===== src/rtl/fc_argmax.sv =====
// fc_argmax: streaming argmax over one frame of signed scores.
// Accepts cout beats on the din stream, tracks the running maximum with a
// strict compare (ties keep the earliest index), then presents index and value
// as one result beat on the res stream. Upstream is stalled while a result is held.
// Optional feature macro: FC_ARGMAX_TOP2_EN adds runner-up index and margin outputs.
module fc_argmax #(
   parameter int unsigned DW   = 16,
   parameter int unsigned IDXW = 12
) (
   input  logic            clk,
   input  logic            rst_n,
   input  logic [IDXW-1:0] cout,
   input  logic            din_valid,
   output logic            din_ready,
   input  logic [DW-1:0]   din_data,
   output logic            res_valid,
   input  logic            res_ready,
   output logic [IDXW-1:0] res_index,
   output logic [DW-1:0]   res_score
`ifdef FC_ARGMAX_TOP2_EN
   ,
   output logic [IDXW-1:0] res_index2,
   output logic [DW-1:0]   res_margin
`endif
);

   typedef enum logic {StAcc, StOut} state_e;

   state_e          state_q;
   logic [IDXW-1:0] cnt_q;
   logic [IDXW-1:0] len_q;
   logic [DW-1:0]   best_score_q;
   logic [IDXW-1:0] best_idx_q;

   logic            accept;
   logic            first;
   logic            last;
   logic            is_max;
   logic [IDXW-1:0] len_first;
   logic [DW-1:0]   best_score_d;
   logic [IDXW-1:0] best_idx_d;

`ifdef FC_ARGMAX_TOP2_EN
   localparam logic [DW-1:0] MaxPos = {1'b0, {(DW-1){1'b1}}};

   logic [DW-1:0]   sec_score_q, sec_score_d;
   logic [IDXW-1:0] sec_idx_q, sec_idx_d;
   logic            have2_q, have2_d;
   logic [DW:0]     diff;
   logic [DW-1:0]   margin_d;
   logic [IDXW-1:0] index2_d;
`endif

   // Candidate best for the beat currently offered; committed only on accept.
   always_comb begin
      accept       = din_valid & din_ready;
      first        = (cnt_q == '0);
      len_first    = (cout == '0) ? IDXW'(1) : cout;
      // On the first beat the length is checked against the value sampled now.
      last         = first ? (len_first == IDXW'(1)) : (cnt_q == len_q - IDXW'(1));
      is_max       = first || ($signed(din_data) > $signed(best_score_q));
      best_score_d = is_max ? din_data : best_score_q;
      best_idx_d   = is_max ? cnt_q : best_idx_q;
   end

`ifdef FC_ARGMAX_TOP2_EN
   // Runner-up candidate and saturated margin for the offered beat.
   always_comb begin
      sec_score_d = sec_score_q;
      sec_idx_d   = sec_idx_q;
      have2_d     = have2_q;
      if (first) begin
         sec_score_d = '0;
         sec_idx_d   = '0;
         have2_d     = 1'b0;
      end else if (is_max) begin
         // Displaced maximum drops to second place.
         sec_score_d = best_score_q;
         sec_idx_d   = best_idx_q;
         have2_d     = 1'b1;
      end else if (!have2_q || ($signed(din_data) > $signed(sec_score_q))) begin
         sec_score_d = din_data;
         sec_idx_d   = cnt_q;
         have2_d     = 1'b1;
      end
      // best >= runner-up always, so diff is non-negative and bit DW stays clear.
      diff     = {best_score_d[DW-1], best_score_d} - {sec_score_d[DW-1], sec_score_d};
      margin_d = MaxPos;
      if (have2_d && !diff[DW-1]) begin
         margin_d = diff[DW-1:0];
      end
      index2_d = have2_d ? sec_idx_d : '0;
   end
`endif

   // Frame accumulation and result handshake FSM with registered outputs.
   always_ff @(posedge clk or negedge rst_n) begin
      if (!rst_n) begin
         state_q      <= StAcc;
         din_ready    <= 1'b0;
         res_valid    <= 1'b0;
         res_index    <= '0;
         res_score    <= '0;
         cnt_q        <= '0;
         len_q        <= '0;
         best_score_q <= '0;
         best_idx_q   <= '0;
`ifdef FC_ARGMAX_TOP2_EN
         sec_score_q  <= '0;
         sec_idx_q    <= '0;
         have2_q      <= 1'b0;
         res_index2   <= '0;
         res_margin   <= '0;
`endif
      end else begin
         case (state_q)
            StAcc: begin
               din_ready <= 1'b1;
               if (accept) begin
                  best_score_q <= best_score_d;
                  best_idx_q   <= best_idx_d;
`ifdef FC_ARGMAX_TOP2_EN
                  sec_score_q  <= sec_score_d;
                  sec_idx_q    <= sec_idx_d;
                  have2_q      <= have2_d;
`endif
                  if (first) begin
                     len_q <= len_first;
                  end
                  if (last) begin
                     cnt_q     <= '0;
                     state_q   <= StOut;
                     din_ready <= 1'b0;
                     res_valid <= 1'b1;
                     res_index <= best_idx_d;
                     res_score <= best_score_d;
`ifdef FC_ARGMAX_TOP2_EN
                     res_index2 <= index2_d;
                     res_margin <= margin_d;
`endif
                  end else begin
                     cnt_q <= cnt_q + IDXW'(1);
                  end
               end
            end
            StOut: begin
               if (res_ready) begin
                  res_valid <= 1'b0;
                  din_ready <= 1'b1;
                  state_q   <= StAcc;
               end
            end
            default: begin
               state_q <= StAcc;
            end
         endcase
      end
   end

endmodule

===== config.mk =====
export PLATFORM = sky130hd
export DESIGN_NAME = fc_argmax
export DESIGN_NICKNAME = d
export VERILOG_FILES = /design/src/rtl/fc_argmax.sv
export SDC_FILE = /design/constraint.sdc
export NUM_CORES = 1
export LEC_CHECK = 0
export BUFFER_PORTS_ARGS = -buffer_cell sky130_fd_sc_hd__buf_2
export CAP_MARGIN = 20
export CORE_UTILIZATION = 62
export DETAILED_ROUTE_END_ITERATION = 8
export PLACE_DENSITY = 0.94
export SYNTH_ARGS = -nofsm -noshare
export SYNTH_HDL_FRONTEND = slang
export SYNTH_SLANG_ARGS = --single-unit

===== constraint.sdc =====
create_clock -name clk -period 4.05 [get_ports clk]
set_input_delay 0.405 -clock clk [delete_from_list [all_inputs] [get_ports clk]]
set_output_delay 0.405 -clock clk [all_outputs]
set_load 0.005 [all_outputs]

; After elaboration in Yosys (flattened, before gate mapping)
; Index checks and enable logic that the tools add are counted.
[totals]
regBits = 83
latchBits = 0
ram_bits = 0
romBits = 0
inputBits = 32
output_inout_bits = 30
word_cells = 43
memories = 0
[classes]
add_sub_neg = 2
n_mul = 0
div = 0
order_cmp = 1
eq_ne = 5
shift = 0
mux = 17
n_bitwise = 2
reduce_logical = 7
[op_table]
columns = cell, n
row1 = $mux W12, 3
row2 = $logic_not A12 Y1, 2
row3 = $gt A16 B16 Y1, 1
row4 = $mux W16, 1
row5 = $add A12 B1 Y12 const B, 1
row6 = $eq A12 B1 Y1 const B, 1
row7 = $eq A12 B12 Y1, 1
row8 = $sub A12 B1 Y12 const B, 1
row9 = $mux W1, 10
row10 = $reduce_and A3 Y1, 3
row11 = $ne A2 B2 Y1 const B, 3
row12 = $pmux W1 S2, 3
row13 = $reduce_and A2 Y1, 1
row14 = $and A1 B1 Y1, 1
row15 = $logic_or A1 B1 Y1, 1
row16 = $not A1 Y1, 1

; Logic depth before layout (Yosys ltp)
; Gate-level depths: netlist of run 1.
[depth]
depth_word = 7
depth_mapped = 11
mapped_depth_nobuf = 9

; Worst setup path after synthesis of run 1
; No wires, ideal clock.
[synth_path]
path_kind = reg2reg
from = reg len_q[0]
to = reg res_index[8]
setup_time_ns = 0.125
arrival_ns = 2.644
required_time_ns = 3.925
path_slack_ns = 1.280
stages_incl_launch_ff = 11
n_path_buf = 1
synth_period_minus_slack_ns = 2.770
path_cell_list = dfrtp_1 > inv_1 > ha_1 > or4b_4 > o31a_1 > o211ai_2 > o311ai_2 > a41oi_2 > nor2_4 > buf_6 > mux2_4
[synth_between]
elab_chain_len = 4
[synth_lines]
columns = item, line_no
row1 = from (decl), 31  ; logic [IDXW-1:0] len_q;
row2 = from (signal assigned), 128  ; len_q <= len_first;
row3 = $sub A12 B1 Y12, 60  ; last = first ? (len_first == IDXW'(1)) : (cnt_q == len_q - IDXW'(1));
row4 = $eq A12 B12 Y1, 60
row5 = $mux W1, 60
row6 = $reduce_and A3 Y1 (no source line), --
row7 = to (signal assigned), 135  ; res_index <= best_idx_d;
row8 = to (decl), 18  ; output logic [IDXW-1:0] res_index,
; No other way between the ends.
; A chain may end at the register's enable or synchronous reset.

; Worst setup path after layout of run 1
[layout_path]
from = reg len_q[0]
to = reg res_score[0]
[layout_between]
elab_chain_len = 4
[layout_lines]
columns = item, line_no
row1 = $sub A12 B1 Y12, 60
row2 = $eq A12 B12 Y1, 60
row3 = $mux W1, 60
row4 = $reduce_and A3 Y1 (no source line), --
row5 = to (signal assigned), 136  ; res_score <= best_score_d;
row6 = to (decl), 19  ; output logic [DW-1:0] res_score
; No other way between the ends.

==> key figures, run 1 <==
Timing
  • Final Critical Period: 3.24 ns
  • Setup_tns: 0 ns
  • Slew of the pin with the lowest slew margin: 0.831 ns
  • Final period utilization: 80.0%
  • Worst slew margin: 44.4%
  • Final setup violation count: 0
  • RSZ-0062 raised after global routing: no
  • Skew final: 0.0196 ns
  • Highest clock rate: 0.309 GHz
  • Hold Vio Cnt, Final: 0
  • Max Slew Vio Count: 0

GRT
  • Initial antenna violation count: 0
  • Largest net degree at the start of global routing: 84
  • First-pass GRT wire length: 17,000 µm
  • Tot GR Track Use: 29.0%
  • Vias in the first global route: 3,642
  • Overflow after GRT: 0

Floorplan
  • Die height: 87.6 µm
  • DIE AREA: 7680 µm²
  • IO Count: 62
  • Initial core utilization: 65.5%
  • Die Width: 87.6 µm
  • Core Box Area: 6940 µm²
  • Row cnt: 30

Detailed routing
  • Post-DRT Antenna Nets: 0
  • Drt drc: 0
  • Routed vias: 3,629
  • Routed wire length: 10,000 µm
  • Vias per cell: 5.97
  • First-pass DRT Iterations: 4
  • DRT iter0 DRCs: 284
  • Avg WL per Cell: 16.5 µm

Setup path
  • CP startpoint: len_q[0]
  • Worst R2R Setup Slack: 0.81 ns
  • Critical R2R Launch: len_q[0]
  • Startpoint Class: flop
  • FF-to-FF path depth: 10
  • Critical Path End: res_score[0]
  • Largest fanout on the critical path: 21
  • Crit Path Class: reg -> reg
  • Critical Path AT: 3.47 ns
  • Max stage delay on crit path: 0.53 ns
  • Slowest CP cell: or4b_4
  • Sequence of cells on the critical path: inv_1, ha_1, or4b_4, nor4_1, o211ai_2, o311ai_2, a41oi_2, nor2_4, buf_4, a21oi_1
  • Critical path data required time: 4.28 ns
  • Crit end category: flop
  • R2r endpoint: res_score[0]

Logic synthesis
  • Synth Net Count: 503
  • Yosys warns: 0
  • Synth Register Bits: 83
  • Avg Inst Size Synth: 10.1 µm²
  • EDFF count, synth: 0
  • Ys flop type: dfrtp_1
  • Seq/Total Area, Yosys: 45.7%
  • Synth Cell Area: 4550 µm²
  • Mapped Cells: 452
  • Fraction of registers with async set/reset: 100%
  • Netlist cell types: 54

Power and ir drop
  • Peak supply drop: 0.338 mV
  • Leakage: 2.58 nW
  • Pwr dens: 534 nW/µm²

CTS
  • CTS buffer count: 9
  • Worst skew pair latency: 0.37 ns
  • Reg clk slew, reported paths: 0.10 ns
  • Resized Gates After CTS: 0
  • Buffer depth of the longest clock path: 2
  • CTS root buffer: clkbuf_8
  • CTS tree: built
  • CTS Hold Buffers Added: 0
  • H-tree depth: 3
  • Post-CTS setup buffers: 0
  • CTS sink count: 83

Placement
  • RePlAce Congestion: 0.868
  • HPWL Detailed: 7170 µm
  • IO Port Bufs: 61
  • DP Area: 4900 µm²
  • Placed cells: 590

Final layout
  • Layout area overhead: 12.7%
  • Layout Utilization: 73.8%
  • Net count, final: 558
  • Diode count: 0
  • Non-filler cells in the finished layout: 608
  • Share of cells above drive strength 1: 25.4%
  • Post-route cell area: 5120 µm²

Min path
  • Hold Crit Class: in -> reg

Status
  • Outcome: finished clean

Run
  • Max Cap Viol: 0
where the power goes:
part           switching [mW]  internal, mW
sequential              0.176          1.01
clock                   0.324         0.245
combinational           0.555         0.423
total                    1.06          1.68
metal layers:
layer  global-route usage [%]  wire length, µm
met1                     36.8             4380
met2                     49.2             5010
met4                     11.9              227
met5                        0                0
met3                     5.09              412
cell families (layout without fill, tap and decap cells):
| family | count (synthesis) | after routing | synth area share, % |
|---|---|---|---|
| DFF | 83 | 83 | 45.7 |
| and+or+nand+nor | 108 | 108 | 11.9 |
| buffers and inverters | 60 | 120 | 5.67 |
| muxes | 38 | 38 | 9.00 |
| xor gates and xnor gates | 21 | 21 | 4.05 |
| adders and majority gates | 20 | 20 | 5.45 |
| AOI/OAI and AO/OA | 122 | 122 | 18.2 |
worst min path at each step:
stage / from / end / slack, ns / cells after the start
finish: cout[6] / len_q[6] / 0.26 / 2
floorplan: rst_n / best_idx_q[0] / 0.11 / 0
detailed placement: res_valid / res_valid / 0.48 / 1
global route: cout[2] / len_q[2] / 0.26 / 2
CTS: rst_n / len_q[5] / 0.24 / 1
global placement: res_valid / res_valid / 0.47 / 1
layout by cell type (no fill, tap or decap), types with 3 or more instances in the layout:
master	n
a21o_1	4
a21oi_1	32
a21oi_2	14
a22o_1	14
a32oi_1	3
and3_1	3
buf_2	60
buf_4	7
clkbuf_8	10
clkinvlp_4	3
dfrtp_1	83
ha_1	19
inv_1	35
mux2_2	19
mux2i_1	18
nand2_1	26
nand3_1	18
nand4_1	6
nor2_1	22
nor2b_1	3
nor3_1	11
nor4_1	5
o21ai_0	31
or2_2	5
or3_1	3
xnor2_1	14
xor2_1	7
worst max-delay path, delay by kind of cell (launching register included):
kind                     cells  cell delay (ns)
AND/OR/NAND/NOR              3             1.33
AO/OA/AOI/OAI                4             0.60
buffers and inverters        2             0.50
flip-flops                   1             0.43
adder cells (fa/ha/maj)      1             0.24
metrics by stage:
step                      worst slack, ns  hold WS (ns)  power [mW]
after CTS                           0.844         0.244        2.73
final                               0.810         0.262        2.73
after detailed placement            0.815         0.478        2.17
after global routing                0.629         0.256        2.91
after global placement              0.981         0.465        2.11
after floorplan                      1.28         0.109        1.90
synthesized netlist by cell type, types with 2 or more instances:
library cell | number | area, µm²
dfrtp_1 | 83 | 2080
inv_1 | 35 | 131
a21oi_1 | 33 | 165
o21ai_0 | 31 | 155
nand2_1 | 26 | 97.6
nor2_1 | 22 | 82.6
clkbuf_1 | 19 | 71.3
ha_1 | 19 | 238
mux2_2 | 19 | 214
mux2i_1 | 18 | 180
nand3_1 | 18 | 90.1
a22o_1 | 14 | 123
xnor2_1 | 14 | 123
a21oi_2 | 13 | 114
nor3_1 | 11 | 55.1
xor2_1 | 7 | 61.3
nand4_1 | 6 | 37.5
nor4_1 | 5 | 31.3
or2_2 | 5 | 31.3
a21o_1 | 4 | 30.0
buf_6 | 4 | 45.0
a32oi_1 | 3 | 26.3
and3_1 | 3 | 18.8
nor2b_1 | 3 | 18.8
or3_1 | 3 | 18.8
a211oi_1 | 2 | 15.0
buf_2 | 2 | 10.0
o211ai_1 | 2 | 15.0
o22ai_1 | 2 | 12.5
o2bb2ai_1 | 2 | 17.5
registers in the layout, indices dropped and copies added (netlist names):
register	count
din_ready	1
best_score_q	16
state_q	1
res_index	12
res_score	16
best_idx_q	12
cnt_q	12
len_q	12
res_valid	1
layout make-up:
cell class / instances / area [µm²]
Multi-Input combinational cell: 309 / 2220
Sequential cell: 83 / 2080
Fill cell: 493 / 1820
Timing Repair Buffer: 69 / 390
Clock buffer: 10 / 138
Inverter: 35 / 131
Tap cell: 96 / 120
Clock inverter: 6 / 48.8
No activity file was read; power rests on OpenSTA's default activity.
==> run 2: changes to the inputs <==
--- a/config.mk
+++ b/config.mk
@@ -7,9 +7,9 @@
 export LEC_CHECK = 0
 export BUFFER_PORTS_ARGS = -buffer_cell sky130_fd_sc_hd__buf_2
 export CAP_MARGIN = 20
-export CORE_UTILIZATION = 62
+export CORE_UTILIZATION = 58
 export DETAILED_ROUTE_END_ITERATION = 8
-export PLACE_DENSITY = 0.94
+export PLACE_DENSITY = 0.89
 export SYNTH_ARGS = -nofsm -noshare
 export SYNTH_HDL_FRONTEND = slang
 export SYNTH_SLANG_ARGS = --single-unit
==> constraint.sdc (replaced) <==
create_clock -name clk -period 3.05 [get_ports clk]
set_input_delay 0.305 -clock clk [delete_from_list [all_inputs] [get_ports clk]]
set_output_delay 0.305 -clock clk [all_outputs]
set_load 0.005 [all_outputs]
==> run 2 against run 1 <==
Non-clock buffer count up 7. Sequential share of layout area down 0.97 points. First-iteration DRC count down 30%. Sequential power up 33%. Cell count up 1.6%. Maximum frequency up 9.8%. Global-route usage down 1.9 points. Setup slack worse by 0.71 ns. Critical path depth unchanged. Combinational power up 40%. Via count up 2.1%. Largest cell class unchanged. Power up 41%.
==> key figures, run 2 (same netlist as run 1, synthesis figures left out) <==
Status
  • Outcome: finished clean (unchanged)

Floorplan
  • DIE AREA: 8200 µm² (was 7680 µm²)
  • Initial core utilization: 61.4% (was 65.5%)
  • IO Count: 62 (unchanged)
  • Die Width: 90.5 µm (was 87.6 µm)
  • Core Box Area: 7410 µm² (was 6940 µm²)
  • Die height: 90.5 µm (was 87.6 µm)
  • Row cnt: 31 (was 30)

CTS
  • CTS root buffer: clkbuf_8 (unchanged)
  • Reg clk slew, reported paths: 0.10 ns (about the same)
  • CTS tree: built (unchanged)
  • CTS sink count: 83 (unchanged)
  • Buffer depth of the longest clock path: 2 (unchanged)
  • Worst skew pair latency: 0.36 ns (was 0.37 ns)
  • H-tree depth: 3 (unchanged)
  • CTS buffer count: 9 (unchanged)

GRT
  • Vias in the first global route: 3,723 (was 3,642)
  • First-pass GRT wire length: 17,800 µm (was 17,000 µm)
  • Initial antenna violation count: 0 (unchanged)
  • Overflow after GRT: 0 (unchanged)
  • Tot GR Track Use: 27.1% (was 29.0%)
  • Largest net degree at the start of global routing: 84 (unchanged)

Timing
  • Final setup violation count: 0 (unchanged)
  • Setup_tns: 0 ns (unchanged)
  • Slew of the pin with the lowest slew margin: 0.776 ns (was 0.831 ns)
  • Final period utilization: 96.7% (was 80.0%)
  • Hold WS: 0.177 ns (was 0.262 ns)
  • Max Slew Vio Count: 0 (unchanged)
  • Final Critical Period: 2.95 ns (was 3.24 ns)
  • Hold Vio Cnt, Final: 0 (unchanged)
  • Skew final: 0.0132 ns (was 0.0196 ns)
  • Setup ws final: 0.0997 ns (was 0.810 ns)
  • Highest clock rate: 0.339 GHz (was 0.309 GHz)
  • RSZ-0062 raised after global routing: yes (was no)
  • Worst slew margin: 48.1% (was 44.4%)

Setup path
  • Worst R2R Setup Slack: 0.1 ns (was 0.81 ns)
  • Startpoint Class: flop (unchanged)
  • Critical Path AT: 3.20 ns (was 3.47 ns)
  • Critical path data required time: 3.30 ns (was 4.28 ns)
  • Largest fanout on the critical path: 12 (was 21)
  • Crit end category: flop (unchanged)
  • Crit Path Class: reg -> reg (unchanged)

Final layout
  • Layout area overhead: 15.5% (was 12.7%)
  • Most frequent cells in the layout: dfrtp_1 (83), buf_2 (60), inv_1 (35) (unchanged)
  • Commonest non-fill, non-tap cell in the layout: dfrtp_1 (unchanged)
  • Diode count: 0 (unchanged)
  • Largest registers: best_score_q: 16 flops, res_score: 16 flops (unchanged)
  • Non-filler cells in the finished layout: 618 (was 608)
  • Share of cells above drive strength 1: 26.6% (was 25.4%)
  • Net count, final: 565 (was 558)
  • Post-route cell area: 5250 µm² (was 5120 µm²)
  • Layout Utilization: 70.9% (was 73.8%)

Detailed routing
  • Routed vias: 3,707 (was 3,629)
  • DRT iter0 DRCs: 199 (was 284)
  • Post-DRT Antenna Nets: 0 (unchanged)
  • Drt drc: 0 (unchanged)
  • First-pass DRT Iterations: 5 (was 4)
  • Routed wire length: 10,500 µm (was 10,000 µm)
  • Vias per cell: 6.00 (was 5.97)
  • Avg WL per Cell: 17.0 µm (was 16.5 µm)

Min path
  • Hold Crit Class: in -> reg (unchanged)

Power and ir drop
  • Tot Pwr: 3.84 mW (was 2.73 mW)
  • Peak supply drop: 0.407 mV (was 0.338 mV)
  • Leakage: 2.64 nW (was 2.58 nW)
  • Pwr dens: 732 nW/µm² (was 534 nW/µm²)

Run
  • Max Cap Viol: 0 (unchanged)

Placement
  • HPWL Detailed: 7370 µm (was 7170 µm)
  • RePlAce Congestion: 0.873 (was 0.868)
  • DP Area: 4970 µm² (was 4900 µm²)
  • IO Port Bufs: 61 (unchanged)
  • Dpl ws: 0.0402 ns (was 0.815 ns)
  • Placed cells: 598 (was 590)
==> run 2: changes by cell type in the layout (fill, tap and decap cells not counted), sizes merged <==
cell | previous run | this run
clkinv | 1 | 0
clkbuf | 10 | 9
bufinv | 0 | 2
buf | 68 | 75
==> run 2: critical path, stage by stage, from the launching register on <==
cell and delay, ns:
dfrtp_1 0.44, inv_1 0.10, ha_1 0.25, or4b_4 0.52, nor2_1 0.17, nand3_1 0.09, a32oi_1 0.31, a41oi_2 0.23
nor2_4 0.17, buf_4 0.23, mux2_2 0.35
==> run 2: timing repair <==
| item | in CTS | in global routing |
|---|---|---|
| endpoints found under the hold margin | 0 | 35 |
| hold buffers | 0 | 1 |
| setup endpoints to repair | 0 | 11 |
| setup buffers | 0 | 2 |
| resized for setup | 0 | 1 |
==> run 2: layout make-up <==
cell class / instances / area [µm²]
clock buffers: 9 / 124
clock inverters: 7 / 100
fillers: 539 / 2160
inverters: 35 / 131
multi-input cells: 309 / 2230
flip-flops and latches: 83 / 2080
well taps: 99 / 124
repair buffers: 76 / 468
==> run 2: path summary, 6_finish.rpt <==
kind	start	to	cells past startpoint
worst min-delay path	cout[3]	len_q[3]	2
max in group asynchronous	rst_n	best_score_q[11]	3
worst max-delay path	len_q[0]	res_index[7]	10
worst max register to register	len_q[0]	res_index[7]	10
min in group asynchronous	rst_n	len_q[9]	2
worst min register to register	res_valid	res_valid	1
==> run 2: metal layers <==
metal / vias up / track usage, % / wire length, µm
met1: 1803 / 32.4 / 4240
met4: 0 / 11.4 / 205
met3: 22 / 5.13 / 680
met5: - / 0 / 0
li1: 1733 / - / -
met2: 149 / 47.6 / 5410
==> run 2: report_power, final <==
group	switching (mW)	internal (mW)
logic	0.773	0.597
clock network	0.424	0.466
registers	0.240	1.34
==> run 3: changes to the inputs <==
--- a/config.mk
+++ b/config.mk
@@ -5,6 +5,7 @@
 export SDC_FILE = /design/constraint.sdc
 export NUM_CORES = 1
 export LEC_CHECK = 0
+export ABC_AREA = 1
 export BUFFER_PORTS_ARGS = -buffer_cell sky130_fd_sc_hd__buf_2
 export CAP_MARGIN = 20
 export CORE_UTILIZATION = 58
==> run 3 against run 2 <==
Clock skew shrank 0.00077 ns. Power grew 1.6%. Core utilization fell by 2.6 points. Via count is 21% higher. Register-to-register slack gained 0.54 ns. Synthesized area increased by 3.9%. Die area rose by 3.8%. Maximum frequency up 22%. Cell area rose by 1.5%. Routed wire length up 5.8%. Synthesized cell count increased by 46%. Count of clock-buffer cells in the layout stayed put.
==> key figures, run 3 <==
Final layout
  • Net count, final: 768 (was 565)
  • Commonest non-fill, non-tap cell in the layout: nand2_1 (was dfrtp_1)
  • Fillers: 644 (was 539)
  • Layout area overhead: 12.9% (was 15.5%)
  • Largest registers: best_score_q: 16 flops, res_score: 16 flops (unchanged)
  • Share of cells above drive strength 1: 15.4% (was 26.6%)
  • Most frequent cells in the layout: nand2_1 (312), dfrtp_1 (83), buf_2 (60) (was dfrtp_1 (83), buf_2 (60), inv_1 (35))
  • Layout Utilization: 68.3% (was 70.9%)
  • Diode count: 0 (unchanged)

Placement
  • IO Port Bufs: 61 (unchanged)
  • HPWL Detailed: 7680 µm (was 7370 µm)
  • Dpl ws: 0.673 ns (was 0.0402 ns)
  • RePlAce Congestion: 0.849 (was 0.873)

Logic synthesis
  • Ys flop type: dfrtp_1 (unchanged)
  • Area fraction of the dominant cell type after synthesis: 44.0% (was 45.7%)
  • Seq/Total Area, Yosys: 44.0% (was 45.7%)
  • Fraction of registers with async set/reset: 100% (unchanged)
  • Synth Register Bits: 83 (unchanged)
  • Most numerous cell in the Yosys netlist: nand2_1 (was dfrtp_1)
  • Yosys warns: 0 (unchanged)
  • Most frequent cells after synthesis: nand2_1 (312), dfrtp_1 (83), inv_1 (54) (was dfrtp_1 (83), inv_1 (35), a21oi_1 (33))
  • Avg Inst Size Synth: 7.18 µm² (was 10.1 µm²)
  • Synth area leaders: dfrtp_1 (44%), nand2_1 (25%), nand3_1 (5.2%), ha_1 (5.0%), inv_1 (4.3%) (was dfrtp_1 (46%), ha_1 (5.2%), mux2_2 (4.7%), mux2i_1 (4.0%), a21oi_1 (3.6%))
  • Synth Net Count: 709 (was 503)
  • EDFF count, synth: 0 (unchanged)
  • Mapped Cells: 658 (was 452)
  • Netlist cell types: 32 (was 54)
  • Synth Cell Area: 4720 µm² (was 4550 µm²)
  • Post-synth top area cell: dfrtp_1 (unchanged)

CTS
  • CTS sink count: 83 (unchanged)
  • CTS tree: built (unchanged)
  • CTS buffer count: 9 (unchanged)
  • Resized Gates After CTS: 0 (unchanged)
  • Buffer depth of the longest clock path: 2 (unchanged)
  • Worst skew pair latency: 0.36 ns (about the same)
  • Reg clk slew, reported paths: 0.09 ns (was 0.10 ns)
  • CTS root buffer: clkbuf_8 (unchanged)
  • CTS Hold Buffers Added: 0 (unchanged)
  • Post-CTS setup buffers: 0 (unchanged)
  • H-tree depth: 3 (unchanged)

Detailed routing
  • Avg WL per Cell: 13.5 µm (was 17.0 µm)
  • DRT iter0 DRCs: 299 (was 199)
  • Routed wire length: 11,100 µm (was 10,500 µm)
  • First-pass DRT Iterations: 5 (unchanged)
  • Drt drc: 0 (unchanged)
  • Routed vias: 4,491 (was 3,707)
  • Vias per cell: 5.45 (was 6.00)
  • Post-DRT Antenna Nets: 0 (unchanged)

Power and ir drop
  • Pwr dens: 732 nW/µm² (about the same)
  • Leakage: 3.07 nW (was 2.64 nW)
  • Peak supply drop: 0.422 mV (was 0.407 mV)

Timing
  • Final Critical Period: 2.42 ns (was 2.95 ns)
  • Setup ws final: 0.635 ns (was 0.0997 ns)
  • Slew of the pin with the lowest slew margin: 0.562 ns (was 0.776 ns)
  • Max Slew Vio Count: 0 (unchanged)
  • Hold Vio Cnt, Final: 0 (unchanged)
  • Setup_tns: 0 ns (unchanged)
  • Worst slew margin: 62.4% (was 48.1%)
  • Skew final: 0.0124 ns (was 0.0132 ns)
  • RSZ-0062 raised after global routing: no (was yes)
  • Final setup violation count: 0 (unchanged)
  • Final period utilization: 79.2% (was 96.7%)
  • Highest clock rate: 0.414 GHz (was 0.339 GHz)

Setup path
  • Critical Path AT: 2.71 ns (was 3.20 ns)
  • Largest fanout on the critical path: 28 (was 12)
  • Crit end category: flop (unchanged)
  • Crit Path Class: reg -> reg (unchanged)
  • Startpoint Class: flop (unchanged)
  • Critical path data required time: 3.34 ns (was 3.30 ns)

GRT
  • Vias in the first global route: 4,511 (was 3,723)
  • Largest net degree at the start of global routing: 84 (unchanged)
  • First-pass GRT wire length: 19,400 µm (was 17,800 µm)
  • Overflow after GRT: 0 (unchanged)
  • Initial antenna violation count: 0 (unchanged)
  • Tot GR Track Use: 28.5% (was 27.1%)

Floorplan
  • Die Width: 92.2 µm (was 90.5 µm)
  • Row cnt: 32 (was 31)
  • Die height: 92.2 µm (was 90.5 µm)
  • Initial core utilization: 60.5% (was 61.4%)
  • Core Box Area: 7810 µm² (was 7410 µm²)
  • DIE AREA: 8510 µm² (was 8200 µm²)
  • IO Count: 62 (unchanged)

Status
  • Outcome: finished clean (unchanged)

Run
  • Max Cap Viol: 0 (unchanged)

Min path
  • Hold Crit Class: in -> reg (unchanged)
run 3: cell count changes after synthesis, sizes merged, moves of 14 or more:
cell / delta
mux2i: -18
mux2: -20
a22o: -14
nand2: +292
o21ai: -16
nand3: +32
nor2: +26
inv: +23
a21oi: -36
run 3: power by group:
| group | switching (mW) | total, mW | internal (mW) |
|---|---|---|---|
| registers | 0.243 | 1.60 | 1.36 |
| logic | 0.970 | 1.50 | 0.532 |
| clock network | 0.414 | 0.798 | 0.384 |
run 3: kinds of logic after synthesis:
| kind of cell | Yosys count | synth area share (%) |
|---|---|---|
| compound gates | 30 | 3.79 |
| xor+xnor | 11 | 2.04 |
| fa+ha+maj | 19 | 5.03 |
| buf+inv | 82 | 7.37 |
| flops | 83 | 44.0 |
| simple gates | 433 | 37.8 |
run 3: through the flow:
stage	hold WS, ns	instances	instance area, µm²	power, mW
floorplan	0.00941	658	4720	2.68
global placement	0.459	806	5090	2.97
detailed placement	0.459	806	5090	3.07
CTS	0.159	822	5290	3.89
global route	0.159	824	5330	4.22
finish	0.164	824	5330	3.90
run 3: final timing paths:
check | startpoint | endpoint | slack, ns | cells after the start
worst max-delay path | best_score_q[15] | best_idx_q[10] | 0.63 | 12
worst min-delay path | cout[7] | len_q[7] | 0.16 | 3
worst max register to register | best_score_q[15] | best_idx_q[10] | 0.63 | 12
worst min register to register | res_score[1] | res_score[1] | 0.48 | 2
max in group asynchronous | rst_n | len_q[1] | 2.10 | 3
min in group asynchronous | rst_n | res_index[6] | 0.34 | 2
run 3: layout make-up:
class	count	area, µm²	area share (%)
flip-flops and latches	83	2080	39.0
well taps	102	128	2.39
repair buffers	71	405	7.61
inverters	59	223	4.18
clock buffers	9	124	2.32
clock inverters	7	76.3	1.43
multi-input cells	493	2300	43.1
run 3: routing by layer:
layer	global-route usage, %	vias to the layer above	wire length [µm]
met5	0	-	0
met4	12.2	0	259
met3	5.31	30	637
met2	50.1	183	5590
met1	34.2	2114	4660
li1	-	2164	-
run 3: critical path, cell delays in order (launching register included):
cell,delay [ns]
dfrtp_1,0.38
inv_1,0.06
ha_1,0.33
nand2_1,0.10
nor3_1,0.33
nand2_1,0.13
nand3_1,0.10
nand3_1,0.12
nand2_2,0.45
nand2_1,0.11
nand2_1,0.12
nand2_1,0.06
nand2_1,0.08
